`src/rtl/gate_sweep_ctrl.sv`:
```
// Exhaustive sweep sequencer for a combinational gate under test: drives every input vector,
// holds it SETTLE cycles, samples in a one-cycle CHECK and accumulates errors against EXP_TABLE.
module gate_sweep_ctrl #(
  parameter int                  N_IN      = 2,
  parameter int                  SETTLE    = 1,
  parameter logic [2**N_IN-1:0]  EXP_TABLE = 4'b1000
) (
  input  logic            clk,
  input  logic            rst,
  input  logic            start,
  output logic [N_IN-1:0] gate_in,
  input  logic            gate_out,
  output logic            busy,
  output logic            done,
  output logic            pass,
  output logic [N_IN:0]   err_count,
  output logic            first_fail_valid,
  output logic [N_IN-1:0] first_fail_vec
);

  localparam logic [1:0] S_IDLE   = 2'd0;
  localparam logic [1:0] S_SETTLE = 2'd1;
  localparam logic [1:0] S_CHECK  = 2'd2;
  localparam logic [1:0] S_DONE   = 2'd3;

  localparam int              SW       = $clog2(SETTLE + 1);
  localparam logic [N_IN-1:0] VEC_LAST = {N_IN{1'b1}};

  logic [1:0]      state_q, state_d;
  logic [N_IN-1:0] vec_q, vec_d;
  logic [N_IN-1:0] gate_in_q, gate_in_d;
  logic [SW-1:0]   settle_cnt_q, settle_cnt_d;
  logic [N_IN:0]   err_count_q, err_count_d;
  logic            ffv_q, ffv_d;
  logic [N_IN-1:0] ffvec_q, ffvec_d;
  logic            pass_q, pass_d;
  logic            mismatch;

  always_comb begin
    state_d      = state_q;
    vec_d        = vec_q;
    gate_in_d    = gate_in_q;
    settle_cnt_d = settle_cnt_q;
    err_count_d  = err_count_q;
    ffv_d        = ffv_q;
    ffvec_d      = ffvec_q;
    pass_d       = pass_q;
    // X or Z from the gate must count as a failure, hence the 4-state compare.
    mismatch     = (gate_out !== EXP_TABLE[vec_q]);

    case (state_q)
      S_IDLE, S_DONE: begin
        if (start) begin
          state_d      = S_SETTLE;
          vec_d        = '0;
          gate_in_d    = '0;
          settle_cnt_d = '0;
          err_count_d  = '0;
          ffv_d        = 1'b0;
          ffvec_d      = '0;
          pass_d       = 1'b0;
        end
      end
      S_SETTLE: begin
        settle_cnt_d = settle_cnt_q + SW'(1);
        if (settle_cnt_q == SW'(SETTLE - 1)) state_d = S_CHECK;
      end
      S_CHECK: begin
        if (mismatch) begin
          err_count_d = err_count_q + (N_IN+1)'(1);
          if (!ffv_q) begin
            ffv_d   = 1'b1;
            ffvec_d = vec_q;
          end
        end
        if (vec_q == VEC_LAST) begin
          state_d = S_DONE;
          pass_d  = (err_count_d == '0);
        end else begin
          vec_d        = vec_q + N_IN'(1);
          gate_in_d    = vec_q + N_IN'(1);
          settle_cnt_d = '0;
          state_d      = S_SETTLE;
        end
      end
      default: state_d = S_IDLE;
    endcase
  end

  always_ff @(posedge clk or posedge rst) begin
    if (rst) begin
      state_q      <= S_IDLE;
      vec_q        <= '0;
      gate_in_q    <= '0;
      settle_cnt_q <= '0;
      err_count_q  <= '0;
      ffv_q        <= 1'b0;
      ffvec_q      <= '0;
      pass_q       <= 1'b0;
    end else begin
      state_q      <= state_d;
      vec_q        <= vec_d;
      gate_in_q    <= gate_in_d;
      settle_cnt_q <= settle_cnt_d;
      err_count_q  <= err_count_d;
      ffv_q        <= ffv_d;
      ffvec_q      <= ffvec_d;
      pass_q       <= pass_d;
    end
  end

  assign gate_in          = gate_in_q;
  assign busy             = (state_q == S_SETTLE) || (state_q == S_CHECK);
  assign done             = (state_q == S_DONE);
  assign pass             = pass_q;
  assign err_count        = err_count_q;
  assign first_fail_valid = ffv_q;
  assign first_fail_vec   = ffvec_q;

endmodule

```
`config.mk`:
```
export PLATFORM = sky130hd
export DESIGN_NAME = gate_sweep_ctrl
export DESIGN_NICKNAME = d
export VERILOG_FILES = /design/src/rtl/gate_sweep_ctrl.sv
export SDC_FILE = /design/constraint.sdc
export NUM_CORES = 1
export LEC_CHECK = 0
export CORE_MARGIN = 4
export CORE_UTILIZATION = 56
export CTS_BUF_LIST = sky130_fd_sc_hd__clkbuf_8
export CTS_CLUSTER_DIAMETER = 80
export DETAILED_ROUTE_END_ITERATION = 16
export HOLD_SLACK_MARGIN = 0.1
export PLACE_DENSITY_LB_ADDON = 0.2
export REMOVE_ABC_BUFFERS = 1
export SLEW_MARGIN = 0
export SYNTH_ARGS = -nofsm -noshare
export SYNTH_HDL_FRONTEND = slang
export SYNTH_SLANG_ARGS = --single-unit
export TNS_END_PERCENT = 10
```
`constraint.sdc`:
```
create_clock -name clk -period 3.8 [get_ports clk]
set_input_delay 0.57 -clock clk [delete_from_list [all_inputs] [get_ports clk]]
set_output_delay 0.57 -clock clk [all_outputs]
set_load 0.01 [all_outputs]
```
== Yosys cells after proc, flatten, opt, wreduce, memory -nomap -nowiden ==
Index checks and enable logic that the tools add are counted.

* Register bits after elaboration: 12
* Output and inout port bits: 11
* Word-level logic and storage cells: 57

* Add/sub/neg operators: 3
* Magnitude comparators: 1
* Equal/unequal tests: 11
* Muxes and demuxes: 23
* Reductions and logical operators: 12

{| class="wikitable"
|+ Operator list
! kind !! count
|-
| two-way mux 2 bit || 7
|-
| != test 2 bit (second input constant) || 6
|-
| two-way mux 3 bit || 3
|-
| AND reduction 3 bit || 3
|-
| case mux 2 bit (2 select lines) || 2
|-
| equality test 2 bit (second input constant) || 3
|-
| case mux 2 bit (3 select lines) || 1
|-
| case mux 3 bit (2 select lines) || 1
|-
| AND reduction 2 bit || 3
|-
| two-way mux 1 bit || 5
|-
| case mux 1 bit (2 select lines) || 2
|-
| AND reduction 4 bit || 1
|-
| adder 3 x 1 -> 3 bit (second input constant) || 1
|-
| logical NOT 3 bit || 1
|-
| < comparator 2 x 3 -> 1 bit (second input constant) || 1
|-
| case mux 1 bit (3 select lines) || 1
|-
| adder 2 x 1 -> 2 bit (second input constant) || 1
|-
| binary-select mux 1 bit (select 2 bit) || 1
|-
| equality test 2 x 1 -> 1 bit (second input constant) || 1
|-
| logical NOT 2 bit || 1
|-
| nonzero test 2 bit || 1
|-
| OR reduction 2 bit || 1
|-
| adder 1 bit (second input constant) || 1
|-
| logical OR 1 bit || 1
|-
| !== test 1 bit || 1
|}

== Longest topological paths before layout ==
Gate-level depths: netlist of run 1.

* Depth after elaboration: 8
* Mapped depth: 7
* Mapped depth without buffers: 6

== Worst setup path before layout of run 1 ==
OpenSTA, ideal clock, no wires.

* Path kind: reg-to-reg
* Start point: reg gate_in[0] (netlist name)
* End point: reg pass_q (netlist: pass)
* Setup time: 0.083 ns
* Arrival time: 1.509 ns
* Required time: 3.717 ns
* Slack: 2.208 ns
* Cell stages (with the launch flop): 6
* Buffers on the path: 0
* Clock period less this slack: 1.592 ns
* Cell sequence: dfrtp_1 ha_1 xor2_2 mux2i_1 nand2_1 o21ai_0

{| class="wikitable"
|+ RTL lines
! item !! RTL line !! RTL
|-
| end signal: assignment || 108 || <nowiki>pass_q <= pass_d;</nowiki>
|-
| end: declaration || 36 || <nowiki>logic pass_q, pass_d;</nowiki>
|}

== Worst setup path in the final report of run 1 ==
* Start point: reg state_q[0]
* End point: out busy

* Cells in the longest elaborated chain, start to end: 2
* Elaborated cells on any way between the ends: 3
* Classes of those cells: eq/ne (2); reduce/logical (1)

{| class="wikitable"
|+ RTL lines
! item !! RTL line !! RTL
|-
| start: declaration || 29 || <nowiki>logic [1:0] state_q, state_d;</nowiki>
|-
| start signal: assignment || 101 || <nowiki>state_q <= state_d;</nowiki>
|-
| equality test 2 x 1 -> 1 bit or equality test 2 bit (tied branches) || 113 || <nowiki>assign busy = (state_q == S_SETTLE) || (state_q == S_CHECK);</nowiki>
|-
| logical OR 1 bit (*) || 113 ||
|-
| end: declaration || 13 || <nowiki>output logic busy,</nowiki>
|}

Every way passes the cells marked *; elsewhere a longest branch is shown, timed or not.

==> results of run 1 <==
registers in the layout (all words and copies together) (netlist names):
register          count
err_count             3
pass                  1
first_fail_vec        2
gate_in               2
settle_cnt_q          1
first_fail_valid      1
state_q               2
layout by cell type, fill, tap and decap left out, drive strengths merged, types with 2 or more instances in the layout:
cell,synthesis,final
o21ai,11,11
a21oi,3,3
mux2i,3,3
ha,5,5
nand4,2,2
nor2b,2,2
and2b,2,2
dfrtp,12,12
nand2,10,10
nand3,7,7
clkbuf,1,4
nand2b,2,2
inv,5,5
nor3,3,3
xnor2,2,2
clkdlybuf4s50,0,14
nor2,4,4
a22o,2,2
per-stage QoR:
stage,setup WS [ns],utilization
finish,1.44,0.807
global route,1.36,0.807
CTS,1.42,0.807
detailed placement,1.63,0.761
global placement,1.68,0.761
floorplan,2.21,-
layout make-up:
class | count | area share
multi-input combinational | 66 | 0.444
sequential | 12 | 0.314
timing repair buffer | 14 | 0.146
clock buffer | 4 | 0.0575
inverter | 5 | 0.0196
tap | 14 | 0.0183
per-layer routing:
metal | track usage | vias to the layer above
met2 | 0.341 | 16
met5 | 0 | -
li1 | - | 335
met4 | 0.0526 | 0
met3 | 0.0478 | 4
met1 | 0.228 | 311
critical path, stage by stage (launching register included):
cell and delay [ns]:
dfrtp_1 0.41, inv_1 0.08, ha_1 0.40, inv_1 0.13, clkdlybuf4s50_1 0.54
cell families after synthesis:
logic type                 synth area share
AOI/OAI and AO/OA                     0.144
muxes                                0.0545
buffers and inverters                0.0429
adders and majority gates            0.0825
xor gates and xnor gates             0.0446
DFF                                   0.396
and+or+nand+nor                       0.236
power groups by stage:
stage,registers (mW),clock network (mW),logic [mW]
2_1_floorplan,0.207,0,0.216
6_report,0.208,0.139,0.344
3_5_place_dp,0.206,0,0.337
4_1_cts,0.206,0.141,0.346
5_1_grt,0.212,0.149,0.389
3_3_place_gp,0.205,0,0.330
worst max-delay path by stage:
stage | from | endpoint
after CTS | state_q[0] | busy
after floorplan | gate_in[0] | pass
after detailed placement | start | pass
final | state_q[0] | busy
after global placement | start | pass
after global routing | state_q[0] | busy
==> results_tabular.tex, run 1 <==
\begin{tabular}{lr}
\hline
Metric & Value \\
\hline
\multicolumn{2}{l}{\textbf{STA}} \\
Relative slew slack & 0.613 \\
Final hold violation count & 0 \\
Max Slew Vio Count & 0 \\
Worst hold slack across all endpoints & 0.532 ns \\
RSZ-0062 raised after global routing & false \\
Worst Tran Pin Value & 0.575 ns \\
Final period demand of the worst path & 2.36 ns \\
Post-route fraction of the period consumed by the critical path & 0.622 \\
Worst setup skew after layout & 0.00181 ns \\
Number of failing setup endpoints in the final timing report & 0 \\
Top achievable clock speed & 423 MHz \\
Setup\_tns & 0 ns \\
\multicolumn{2}{l}{\textbf{Power and ir drop}} \\
Total Power Consumption & 0.691 mW \\
Maximum vdd ir drop & 0.517 mV \\
Int Pwr & 0.414 mW \\
Switching power share of the total & 0.402 \\
Total leakage power & 0.442 nW \\
Seq pwr share & 0.300 \\
Proportion of power drawn by the clock network & 0.202 \\
Switching power total & 0.278 mW \\
Power density over the cells & 722 mW/mm² \\
Gate power share & 0.498 \\
\multicolumn{2}{l}{\textbf{Clocking}} \\
Buffers inserted during post-CTS setup optimization & 0 \\
CTS tree & yes \\
Clock buffer depth & 2 \\
Maximum level of the CTS H-tree & 1 \\
Skew-Pair Late Insertion Delay & 0.24 ns \\
Hold buffers post-CTS & 0 \\
Root cell of the clock tree & clkbuf\_8 \\
Clock-pin slew of the registers on the worst-case setup and hold paths & 0.05 ns \\
CTS Buf Count & 3 \\
Number of clock sinks seen by CTS & 12 \\
Number of instances resized during post-cts repair & 0 \\
\multicolumn{2}{l}{\textbf{Run}} \\
Max-cap check violation count & 0 \\
\multicolumn{2}{l}{\textbf{Route}} \\
Vias per cell & 5.79 \\
Wire per inst & 14.9 µm \\
Routed met1 length & 738 µm \\
Count of antenna-violating nets left after detailed routing & 0 \\
Initial DRT Pass Iterations & 4 \\
Routed met3 length & 74 µm \\
Remaining design rule violation count & 0 \\
Total detailed-routing wirelength & 1710 µm \\
Number of vias in the routed layout & 666 \\
Wire length on met2 & 883 µm \\
Drt first-iter violations & 22 \\
Highest Signal Layer & met4 \\
\multicolumn{2}{l}{\textbf{Logic synthesis}} \\
Total of warnings raised by yosys & 0 \\
Summed instance area of the synthesized netlist & 758 µm² \\
Gate Count Post-Synth & 86 \\
Cell types occupying the most area after synthesis & dfrtp\_1, ha\_1, o21ai\_0 \\
Number of synthesized flops with an enable pin & 0 \\
Most area-hungry cell type in the Yosys netlist & dfrtp\_1 \\
Number of different library cells in the post-synthesis netlist & 28 \\
Share of synthesized area occupied by flip-flops and latches & 0.396 \\
Most instantiated library cell after synthesis & dfrtp\_1 \\
Avg Inst Size Synth & 8.82 µm² \\
Area share of the leading cell type in the synthesized netlist & 0.396 \\
Synth top cells by count & dfrtp\_1, o21ai\_0, nand2\_1, nand3\_1 \\
Share of synthesized flip-flops with an asynchronous set or reset & 1.00 \\
\#FFs+latches synth & 12 \\
Most instantiated flip-flop cell in the synthesis netlist & dfrtp\_1 \\
\multicolumn{2}{l}{\textbf{Floorplan}} \\
Number of cell rows & 12 \\
Width of the chip & 44.8 µm \\
Starting Density & 0.639 \\
Die Footprint & 0.00201 mm² \\
Die Ht & 44.8 µm \\
Ports placed on the boundary & 15 \\
Floorplan Core Area & 0.00119 mm² \\
\multicolumn{2}{l}{\textbf{Placed design}} \\
Area post-placement & 902 µm² \\
Routability Congestion & 0.801 \\
Placed cell count & 111 \\
Dpl hpwl & 1180 µm \\
PortBufs & 14 \\
\multicolumn{2}{l}{\textbf{Worst hold path}} \\
Hold-critical path endpoint & pass \\
Worst hold path depth & 2 \\
Worst hold-check path type & register to register \\
Hold\_sp & pass \\
\multicolumn{2}{l}{\textbf{Worst setup path}} \\
Required time reported for the critical path endpoint & 3.23 ns \\
Number of cell instances on the worst register-to-register path & 6 \\
Element type at the critical path end & primary output \\
Category of the worst setup path launch point & register \\
Kind of critical path & register to primary output \\
Maximum fanout encountered on the critical timing path & 8 \\
Reg-to-reg critical path endpoint & pass \\
Setup slack, reg-to-reg & 1.86 ns \\
R2R Path Start & state\_q[0] \\
Critical Path AT & 1.79 ns \\
\multicolumn{2}{l}{\textbf{Final layout}} \\
Filler cells & 83 \\
Layout-stage area growth over the synthesis result & 26.2\% \\
Total inserted antenna cells & 0 \\
Layout Cell Area excl Fill & 957 µm² \\
Area occupied by multi-input gates & 425 µm² \\
Share of post-route cells with drive strength above 1 & 0.0693 \\
Area occupied by registers & 300 µm² \\
Finished Layout Cells & 115 \\
Number of nets in the layout & 111 \\
\multicolumn{2}{l}{\textbf{Global routing}} \\
Global-route usage over all layers & 0.192 \\
Largest net degree at the start of global routing & 19 \\
GRT Residual Overflow & 0 \\
Via count of the first global-routing pass & 636 \\
Initial antenna violation count & 0 \\
Global-route wire length before repair & 2800 µm \\
\multicolumn{2}{l}{\textbf{Outcome}} \\
Result of the run & finished, final reports clean \\
\hline
\end{tabular}
(Power assumes the default switching activity.)
==> inputs of run 2 (changes only) <==
--- a/config.mk
+++ b/config.mk
@@ -6,7 +6,7 @@
 export NUM_CORES = 1
 export LEC_CHECK = 0
 export CORE_MARGIN = 4
-export CORE_UTILIZATION = 56
+export CORE_UTILIZATION = 47
 export CTS_BUF_LIST = sky130_fd_sc_hd__clkbuf_8
 export CTS_CLUSTER_DIAMETER = 80
 export DETAILED_ROUTE_END_ITERATION = 16
==> constraint.sdc (replaced) <==
create_clock -name clk -period 1.9 [get_ports clk]
set_input_delay 0.285 -clock clk [delete_from_list [all_inputs] [get_ports clk]]
set_output_delay 0.285 -clock clk [all_outputs]
set_load 0.01 [all_outputs]
==> run 2 against run 1 <==
Clock-buffer cell count is the same. Final cell count grew 6.1%. Utilization decreased by 15 points. Via count rose by 1.1%. Register-to-register slack lost 1.7 ns. Wire length unchanged. Critical path depth increased by 1.
==> results_tabular.tex, run 2 (same netlist as run 1, synthesis figures left out) <==
\begin{tabular}{lr}
\hline
Metric & Value \\
\hline
\multicolumn{2}{l}{\textbf{Worst setup path}} \\
Maximum fanout encountered on the critical timing path & 8 \\
Startpoint of the worst setup timing path & state\_q[0] \\
R2R Path Start & state\_q[0] \\
CP max stage delay & 0.55 ns \\
Category of the worst setup path launch point & register \\
Kind of critical path & register to register \\
Required time reported for the critical path endpoint & 2.06 ns \\
Critical-path cell list & inv\_1 > ha\_2 > o21ai\_0 > o21ai\_0 > o21ai\_0 \\
Number of cell instances on the worst register-to-register path & 5 \\
Critical Path AT & 1.88 ns \\
Slowest cell on crit path & o21ai\_0 \\
Cell seen most often among critical-path stages & o21ai\_0 \\
Setup slack, reg-to-reg & 0.18 ns \\
Element type at the critical path end & register \\
Reg-to-reg critical path endpoint & pass \\
\multicolumn{2}{l}{\textbf{STA}} \\
Post-route fraction of the period consumed by the critical path & 0.905 \\
Final critical-path setup slack & 0.181 ns \\
Final period demand of the worst path & 1.72 ns \\
Number of failing setup endpoints in the final timing report & 0 \\
Relative slew slack & 0.551 \\
Worst Tran Pin Value & 0.667 ns \\
Final hold violation count & 0 \\
Setup\_tns & 0 ns \\
Top achievable clock speed & 582 MHz \\
Max Slew Vio Count & 0 \\
RSZ-0062 raised after global routing & false \\
Worst setup skew after layout & 0.00619 ns \\
\multicolumn{2}{l}{\textbf{Final layout}} \\
Commonest cells after routing, fill and taps aside & clkdlybuf4s50\_1, dfrtp\_1, o21ai\_0 \\
Max FFs per register & 3 \\
Number of nets in the layout & 116 \\
Finished Layout Cells & 122 \\
Area occupied by registers & 300 µm² \\
Filler cells & 134 \\
Utilization after layout & 0.655 \\
Area occupied by multi-input gates & 428 µm² \\
Total inserted antenna cells & 0 \\
Most common cell after layout, fill and taps aside & clkdlybuf4s50\_1 \\
Layout-stage area growth over the synthesis result & 31.7\% \\
Share of post-route cells with drive strength above 1 & 0.123 \\
\multicolumn{2}{l}{\textbf{Clocking}} \\
CTS tree & yes \\
Root cell of the clock tree & clkbuf\_8 \\
Clock-pin slew of the registers on the worst-case setup and hold paths & 0.06 ns \\
Skew-Pair Late Insertion Delay & 0.25 ns \\
CTS Buf Count & 3 \\
Maximum level of the CTS H-tree & 1 \\
Buffers inserted during post-CTS setup optimization & 0 \\
Clock buffer depth & 2 \\
Number of clock sinks seen by CTS & 12 \\
\multicolumn{2}{l}{\textbf{Power and ir drop}} \\
Total leakage power & 0.466 nW \\
Switching power share of the total & 0.401 \\
Maximum vdd ir drop & 0.845 mV \\
Switching power total & 0.567 mW \\
Proportion of power drawn by the clock network & 0.205 \\
Gate power share & 0.505 \\
Int Pwr & 0.848 mW \\
Power density over the cells & 1420 mW/mm² \\
Total Power Consumption & 1.42 mW \\
Seq pwr share & 0.290 \\
\multicolumn{2}{l}{\textbf{Run}} \\
Max-cap check violation count & 0 \\
\multicolumn{2}{l}{\textbf{Floorplan}} \\
Number of cell rows & 14 \\
Ports placed on the boundary & 15 \\
Floorplan Core Area & 0.00152 mm² \\
Die Ht & 48.2 µm \\
Width of the chip & 48.2 µm \\
Starting Density & 0.498 \\
Die Footprint & 0.00232 mm² \\
\multicolumn{2}{l}{\textbf{Route}} \\
Vias per cell & 5.52 \\
Number of vias in the routed layout & 673 \\
Count of antenna-violating nets left after detailed routing & 0 \\
Remaining design rule violation count & 0 \\
Initial DRT Pass Iterations & 4 \\
Total detailed-routing wirelength & 1710 µm \\
Wire per inst & 14.0 µm \\
Drt first-iter violations & 8 \\
\multicolumn{2}{l}{\textbf{Placed design}} \\
Pre-CTS WS & 0.167 ns \\
Placed cell count & 118 \\
Dpl hpwl & 1220 µm \\
Routability Congestion & 0.755 \\
PortBufs & 14 \\
\multicolumn{2}{l}{\textbf{Global routing}} \\
Global-route wire length before repair & 2700 µm \\
Largest net degree at the start of global routing & 13 \\
GRT Residual Overflow & 0 \\
Initial antenna violation count & 0 \\
Global-route usage over all layers & 0.174 \\
Via count of the first global-routing pass & 617 \\
\multicolumn{2}{l}{\textbf{Outcome}} \\
Result of the run & finished, final reports clean \\
\multicolumn{2}{l}{\textbf{Worst hold path}} \\
Worst hold-check path type & input port to asynchronous set/reset pin \\
\hline
\end{tabular}
[run 2: cell types whose count changed in the layout (fill, tap and decap cells not counted), sizes merged]
cell and delta:
dlygate4sd2 +1, clkdlybuf4s50 -1, buf +5
[run 2: critical path: cells and delay by family (launching register included)]
kind / cells / cell delay [ns]
compound gates: 3 / 0.86
fa+ha+maj: 1 / 0.30
buf+inv: 1 / 0.07
flops: 1 / 0.40
[run 2: power groups by stage]
stage,Clock (mW),Combinational [mW],Sequential (mW)
3_5_place_dp,0,0.713,0.416
5_1_grt,0.308,0.797,0.426
3_3_place_gp,0,0.705,0.409
4_1_cts,0.294,0.717,0.412
6_report,0.290,0.715,0.410
2_1_floorplan,0,0.432,0.414
[run 2: final cells by class]
type,count,area share
Multi-Input combinational cell,66,0.429
Clock buffer,4,0.0551
Timing Repair Buffer,19,0.177
Tap cell,16,0.0201
Inverter,5,0.0188
Sequential cell,12,0.301
[run 2: layer usage]
metal / vias up / track usage / share of wire
li1: 341 / - / -
met5: - / 0 / 0
met2: 10 / 0.260 / 0.46
met1: 317 / 0.234 / 0.48
met3: 5 / 0.0332 / 0.036
met4: 0 / 0.0968 / 0.021
[run 2: stage by stage]
step / hold slack (ns) / area [µm²]
2_1_floorplan: 0.150 / 744
3_3_place_gp: 0.491 / 942
4_1_cts: 0.368 / 998
5_1_grt: 0.404 / 998
3_5_place_dp: 0.504 / 942
6_report: 0.347 / 998
[run 2: worst max-delay path by stage]
| stage | endpoint |
|---|---|
| floorplan | pass |
| detailed placement | pass |
| global placement | first_fail_vec[0] |
| CTS | busy |
| finish | pass |
| global route | pass |
[run 2: repair_timing]
action,CTS,global route
resized for setup,2,0
endpoints found under the setup margin,1,0
hold buffers,0,0
==> inputs of run 3 (changes only) <==
==> constraint.sdc (replaced) <==
create_clock -name clk -period 1.9 [get_ports clk]
set_input_delay 0.285 -clock clk [delete_from_list [all_inputs] [get_ports clk]]
set_output_delay 0.285 -clock clk [all_outputs]
set_load 0.005 [all_outputs]
==> run 3 against run 2 <==
First-iteration DRC count is the same. Setup slack got worse by 0.086 ns. Largest cell class unchanged. Maximum frequency is 4.8% lower. Flip-flop and latch count did not move. Design area grew 1.9%. Total power is 4.2% higher. Final cell count is 0.82% higher. Sequential share of layout area down 0.56 points. Utilization is 1.2 points higher. Largest power group unchanged. Global-route usage down 1.0 points. Combinational power rose by 9.7%.
==> results_tabular.tex, run 3 (same netlist as run 1, synthesis figures left out) <==
\begin{tabular}{lr}
\hline
Metric & Value \\
\hline
\multicolumn{2}{l}{\textbf{Clocking}} \\
Root cell of the clock tree & clkbuf\_8 \\
CTS tree & yes \\
Clock-pin slew of the registers on the worst-case setup and hold paths & 0.05 ns \\
CTS Buf Count & 3 \\
Skew-Pair Late Insertion Delay & 0.24 ns \\
Hold buffers post-CTS & 0 \\
Clock buffer depth & 2 \\
Maximum level of the CTS H-tree & 1 \\
Number of clock sinks seen by CTS & 12 \\
\multicolumn{2}{l}{\textbf{Route}} \\
Highest Signal Layer & met4 \\
Drt first-iter violations & 8 \\
Wire per inst & 13.6 µm \\
Remaining design rule violation count & 0 \\
Routed met3 length & 75 µm \\
Total detailed-routing wirelength & 1670 µm \\
Number of vias in the routed layout & 674 \\
Routed met1 length & 753 µm \\
Wire length on met2 & 819 µm \\
Vias per cell & 5.48 \\
Count of antenna-violating nets left after detailed routing & 0 \\
Initial DRT Pass Iterations & 4 \\
\multicolumn{2}{l}{\textbf{Global routing}} \\
Via count of the first global-routing pass & 615 \\
Largest net degree at the start of global routing & 13 \\
Global-route usage over all layers & 0.164 \\
Initial antenna violation count & 0 \\
GRT Residual Overflow & 0 \\
Global-route wire length before repair & 2610 µm \\
\multicolumn{2}{l}{\textbf{STA}} \\
Worst Tran Pin Value & 0.466 ns \\
Max Slew Vio Count & 0 \\
Final period demand of the worst path & 1.81 ns \\
Setup\_tns & 0 ns \\
RSZ-0062 raised after global routing & false \\
Relative slew slack & 0.689 \\
Worst setup skew after layout & 0.00159 ns \\
Final critical-path setup slack & 0.0948 ns \\
Worst hold slack across all endpoints & 0.349 ns \\
Number of failing setup endpoints in the final timing report & 0 \\
Final hold violation count & 0 \\
Top achievable clock speed & 554 MHz \\
Post-route fraction of the period consumed by the critical path & 0.950 \\
\multicolumn{2}{l}{\textbf{Placed design}} \\
Dpl hpwl & 1240 µm \\
Pre-CTS WS & 0.0815 ns \\
Placed cell count & 118 \\
PortBufs & 14 \\
Routability Congestion & 0.792 \\
Area post-placement & 942 µm² \\
\multicolumn{2}{l}{\textbf{Final layout}} \\
Share of post-route cells with drive strength above 1 & 0.140 \\
Total inserted antenna cells & 0 \\
Layout-stage area growth over the synthesis result & 34.2\% \\
Layout Cell Area excl Fill & 0.00102 mm² \\
Number of nets in the layout & 117 \\
Utilization after layout & 0.667 \\
Finished Layout Cells & 123 \\
Commonest cells after routing, fill and taps aside & clkdlybuf4s50\_1, dfrtp\_1, o21ai\_0 \\
Max FFs per register & 3 \\
Most common cell after layout, fill and taps aside & clkdlybuf4s50\_1 \\
\multicolumn{2}{l}{\textbf{Worst setup path}} \\
Category of the worst setup path launch point & register \\
Required time reported for the critical path endpoint & 1.62 ns \\
Kind of critical path & register to primary output \\
Critical Path AT & 1.52 ns \\
Number of cell instances on the worst register-to-register path & 5 \\
Setup slack, reg-to-reg & 0.22 ns \\
Maximum fanout encountered on the critical timing path & 8 \\
Element type at the critical path end & primary output \\
\multicolumn{2}{l}{\textbf{Floorplan}} \\
Die Ht & 48.2 µm \\
Die Footprint & 0.00232 mm² \\
Starting Density & 0.498 \\
Number of cell rows & 14 \\
Ports placed on the boundary & 15 \\
Floorplan Core Area & 0.00152 mm² \\
Width of the chip & 48.2 µm \\
\multicolumn{2}{l}{\textbf{Power and ir drop}} \\
Power density over the cells & 1450 mW/mm² \\
Total Power Consumption & 1.48 mW \\
Total leakage power & 0.470 nW \\
Maximum vdd ir drop & 0.811 mV \\
\multicolumn{2}{l}{\textbf{Run}} \\
Max-cap check violation count & 0 \\
\multicolumn{2}{l}{\textbf{Outcome}} \\
Result of the run & finished, final reports clean \\
\multicolumn{2}{l}{\textbf{Worst hold path}} \\
Worst hold-check path type & input port to asynchronous set/reset pin \\
\hline
\end{tabular}
==> run 3: cell count changes in the layout (fill, tap and decap cells not counted) <==
| cell | previous run | this run |
|---|---|---|
| buf_4 | 5 | 6 |
| clkdlybuf4s50_1 | 13 | 14 |
| dlygate4sd2_1 | 1 | 0 |
| ha_2 | 1 | 0 |
| ha_4 | 0 | 1 |
| inv_1 | 5 | 4 |
| inv_2 | 0 | 1 |
==> run 3: path summary, 6_finish.rpt <==
check,startpoint,endpoint
setup / recovery,state_q[0],busy
hold / removal,rst,err_count[2]
min in group clk,first_fail_vec[0],first_fail_vec[0]
max in group asynchronous,rst,state_q[1]
hold reg to reg,first_fail_vec[0],first_fail_vec[0]
setup reg to reg,gate_in[0],pass
==> run 3: routing by layer <==
layer | up-vias | track usage
met2 | 16 | 0.273
met5 | - | 0
met4 | 0 | 0.0806
li1 | 345 | -
met1 | 309 | 0.199
met3 | 4 | 0.0332
==> run 3: power by group <==
group / total [mW] / switching (mW) / internal [mW]
combinational: 0.784 / 0.374 / 0.410
sequential: 0.409 / 0.0829 / 0.326
clock: 0.282 / 0.0987 / 0.183
==> run 3: timing repair <==
item,in CTS,in global routing
buffers inserted,1,0
endpoints found under the setup margin,1,1
hold endpoints to repair,0,0
resized for setup,1,2
==> run 3: area by class of cell <==
class                           instances  area (µm²)
Fill cell                             119         507
Multi-Input combinational cell         66         438
Sequential cell                        12         300
Timing Repair Buffer                   20         185
Clock buffer                            4        55.1
Tap cell                               16        20.0
Inverter                                5        18.8
==> run 3: critical path, cell delays in order, from the launching register on <==
cell and delay [ns]:
dfrtp_1 0.38, inv_1 0.10, ha_4 0.23, inv_2 0.07, clkdlybuf4s50_1 0.50
==> variant: new RTL, flow settings as in run 2 <==
Reset style: synchronous (`rst`), changed in one clocked block.
--- a/src/rtl/gate_sweep_ctrl.sv
+++ b/src/rtl/gate_sweep_ctrl.sv
@@ -89,3 +89,3 @@
 
-  always_ff @(posedge clk or posedge rst) begin
+  always_ff @(posedge clk) begin
     if (rst) begin
Formal check against the unedited RTL: differs if rst is asserted again (counterexample within 4 cycles, from zero or initial values and one cycle with rst high); with rst held inactive, the same outputs for 10 cycles.
==> variant against run 2 <==
Synthesized cell count decreased by 7.0%; clock skew decreased by 0.0058 ns; setup slack improved by 0.020 ns; area after synthesis decreased by 9.2%; highest routed layer unchanged; via count decreased by 8.9%; die area decreased by 7.7%; cell area decreased by 8.1%; first-iteration DRC count decreased by 13%; routed wire length decreased by 11%; critical path type is now reg -> out; sequential cell count unchanged; utilization increased by 3.2 points.
Power is not compared: it rests on default switching activity, and its combinational part moved more than twofold at a synthesized area within 25%.
==> variant: results (changes against run 2) <==
DRIVE_ABOVE_1_SHARE=0.130  # +0.00736
CRIT_END='busy'
MAX-SLEW-MARGIN-REL=0.733  # +0.182
WORSTSKEWPAIRLATENCY_NS=0.23  # -0.02 ns
GRTUSAGETOTAL=0.176  # +0.00156
CP_MAX_FO=5  # -3
GP_CONGESTION=0.828  # +9.6%
PATH_CLK_SLEW_NS=0.05
ACHIEVABLE-FREQUENCY_MHz=589  # +1.2%
FIRST_GLOBAL_VIAS=620  # +0.49%
HOLDCRITPATHCLASS='reg -> reg'
ROUTE.FINAL.WIRE_LENGTH_MM=1.51  # -11%
FINAL_NETS=111  # -4.3%
CP.ARRIVAL_NS=1.41  # -0.47 ns
VIA_COUNT_OF_THE_ROUTED_DESIGN=613  # -8.9%
PRECTSSETUPSLACK_NS=0.128  # -0.0392 ns
INITIALDRTVIOLATIONCOUNT=7  # -1
STATUS='finished, final reports clean'
MAXIMUM_NUMBER_OF_PINS_ON_ONE_NET_BEFORE_GLOBAL_ROUTE_REPAIR=10  # -3
WORST_CLOCK_SKEW_NS=0.000348  # -0.00584 ns
YOSYS-TOP-CELLS-AREA='sky130_fd_sc_hd__dfxtp_1 (35%), sky130_fd_sc_hd__ha_1 (9.1%), sky130_fd_sc_hd__a21oi_1 (6.5%), sky130_fd_sc_hd__mux2i_1 (4.4%), sky130_fd_sc_hd__nand2_1 (4.4%)'
SYNTH_CELL_TYPE_COUNT=27  # -3.6%
PLACEMENT_CELL_AREA_SQ_UM=877  # -6.9%
SYNTH.YOSYS.SEQ_AREA_SHARE=0.349  # -0.0469
REG2REG_FROM='gate_in[1]'
R2R_END='err_count[1]'
GRT_PASS1_WL_MM=2.66  # -1.5%
FILLCELLCOUNT=124  # -7.5%
ASYNCSETRESETFLOPFRACSYNTH=0  # -1.00
DPL.HPWL_MM=1.17  # -3.9%
RR_WORST_DEPTH=6  # +1
SYNTH.TOP_CELLS.BY_COUNT='sky130_fd_sc_hd__dfxtp_1 (12), sky130_fd_sc_hd__a21oi_1 (9), sky130_fd_sc_hd__nand2_1 (8)'
SETUP.WORST_PATH.START='state_q[0]'
==> variant: cell count changes after synthesis, moves of 6 or more <==
cell	before	now
sky130_fd_sc_hd__a21oi_1	3	9
sky130_fd_sc_hd__nand3_1	7	0
sky130_fd_sc_hd__dfrtp_1	12	0
sky130_fd_sc_hd__o21ai_0	10	4
sky130_fd_sc_hd__dfxtp_1	0	12
==> variant: worst min path at each step <==
stage / start / to / cells after the start
finish: first_fail_vec[0] / first_fail_vec[0] / 2
global route: first_fail_vec[0] / first_fail_vec[0] / 2
CTS: first_fail_vec[0] / first_fail_vec[0] / 2
detailed placement: first_fail_vec[0] / first_fail_vec[0] / 2
global placement: first_fail_vec[1] / first_fail_vec[1] / 2
floorplan: rst / gate_in[0] / 1
==> variant: per-layer routing <==
layer  share of wire  wire (um)  GRT usage
met1            0.47        706      0.210
met2            0.47        716      0.286
met3           0.043         65     0.0273
met4           0.017         25      0.114
met5               0          0          0
==> variant: stage by stage <==
step                      hold slack, ns  cells  utilization  total power, uW
final                              0.473    115        0.688              631
after global routing               0.526    115        0.688              668
after CTS                          0.483    115        0.688              635
after detailed placement           0.476    112        0.658              410
after global placement             0.469    112        0.658              408
after floorplan                    0.354     78            -              352
==> variant: power by group through the flow <==
stage	registers (uW)	logic (uW)	clock network, uW
floorplan	274	78.7	0
global placement	274	133	0
detailed placement	275	135	0
CTS	269	133	232
global route	271	150	247
finish	269	133	228
==> variant: cell families (layout without fill, tap and decap cells) <==
family / after synthesis / after routing / synth area share
xor+xnor: 3 / 3 / 0.0491
compound gates: 19 / 19 / 0.165
buf+inv: 7 / 27 / 0.0382
flops: 12 / 12 / 0.349
mux: 4 / 4 / 0.0600
fa+ha+maj: 5 / 5 / 0.0909
simple gates: 30 / 30 / 0.247
==> variant: layout make-up <==
class,instances,area share
multi-input cells,61,0.460
flip-flops and latches,12,0.262
repair buffers,19,0.192
clock buffers,3,0.0450
inverters,5,0.0205
well taps,15,0.0205
==> variant: critical path: stages, from the launching register on <==
cell,delay [ns]
sky130_fd_sc_hd__dfxtp_1,0.37
sky130_fd_sc_hd__inv_1,0.06
sky130_fd_sc_hd__ha_1,0.35
sky130_fd_sc_hd__inv_1,0.12
sky130_fd_sc_hd__dlygate4sd2_1,0.28
==> variant: timing repair <==
item                                    CTS  global route
resized for setup                         1             0
endpoints found under the setup margin    1             0
endpoints found under the hold margin     0             0
hold buffers                              0             0
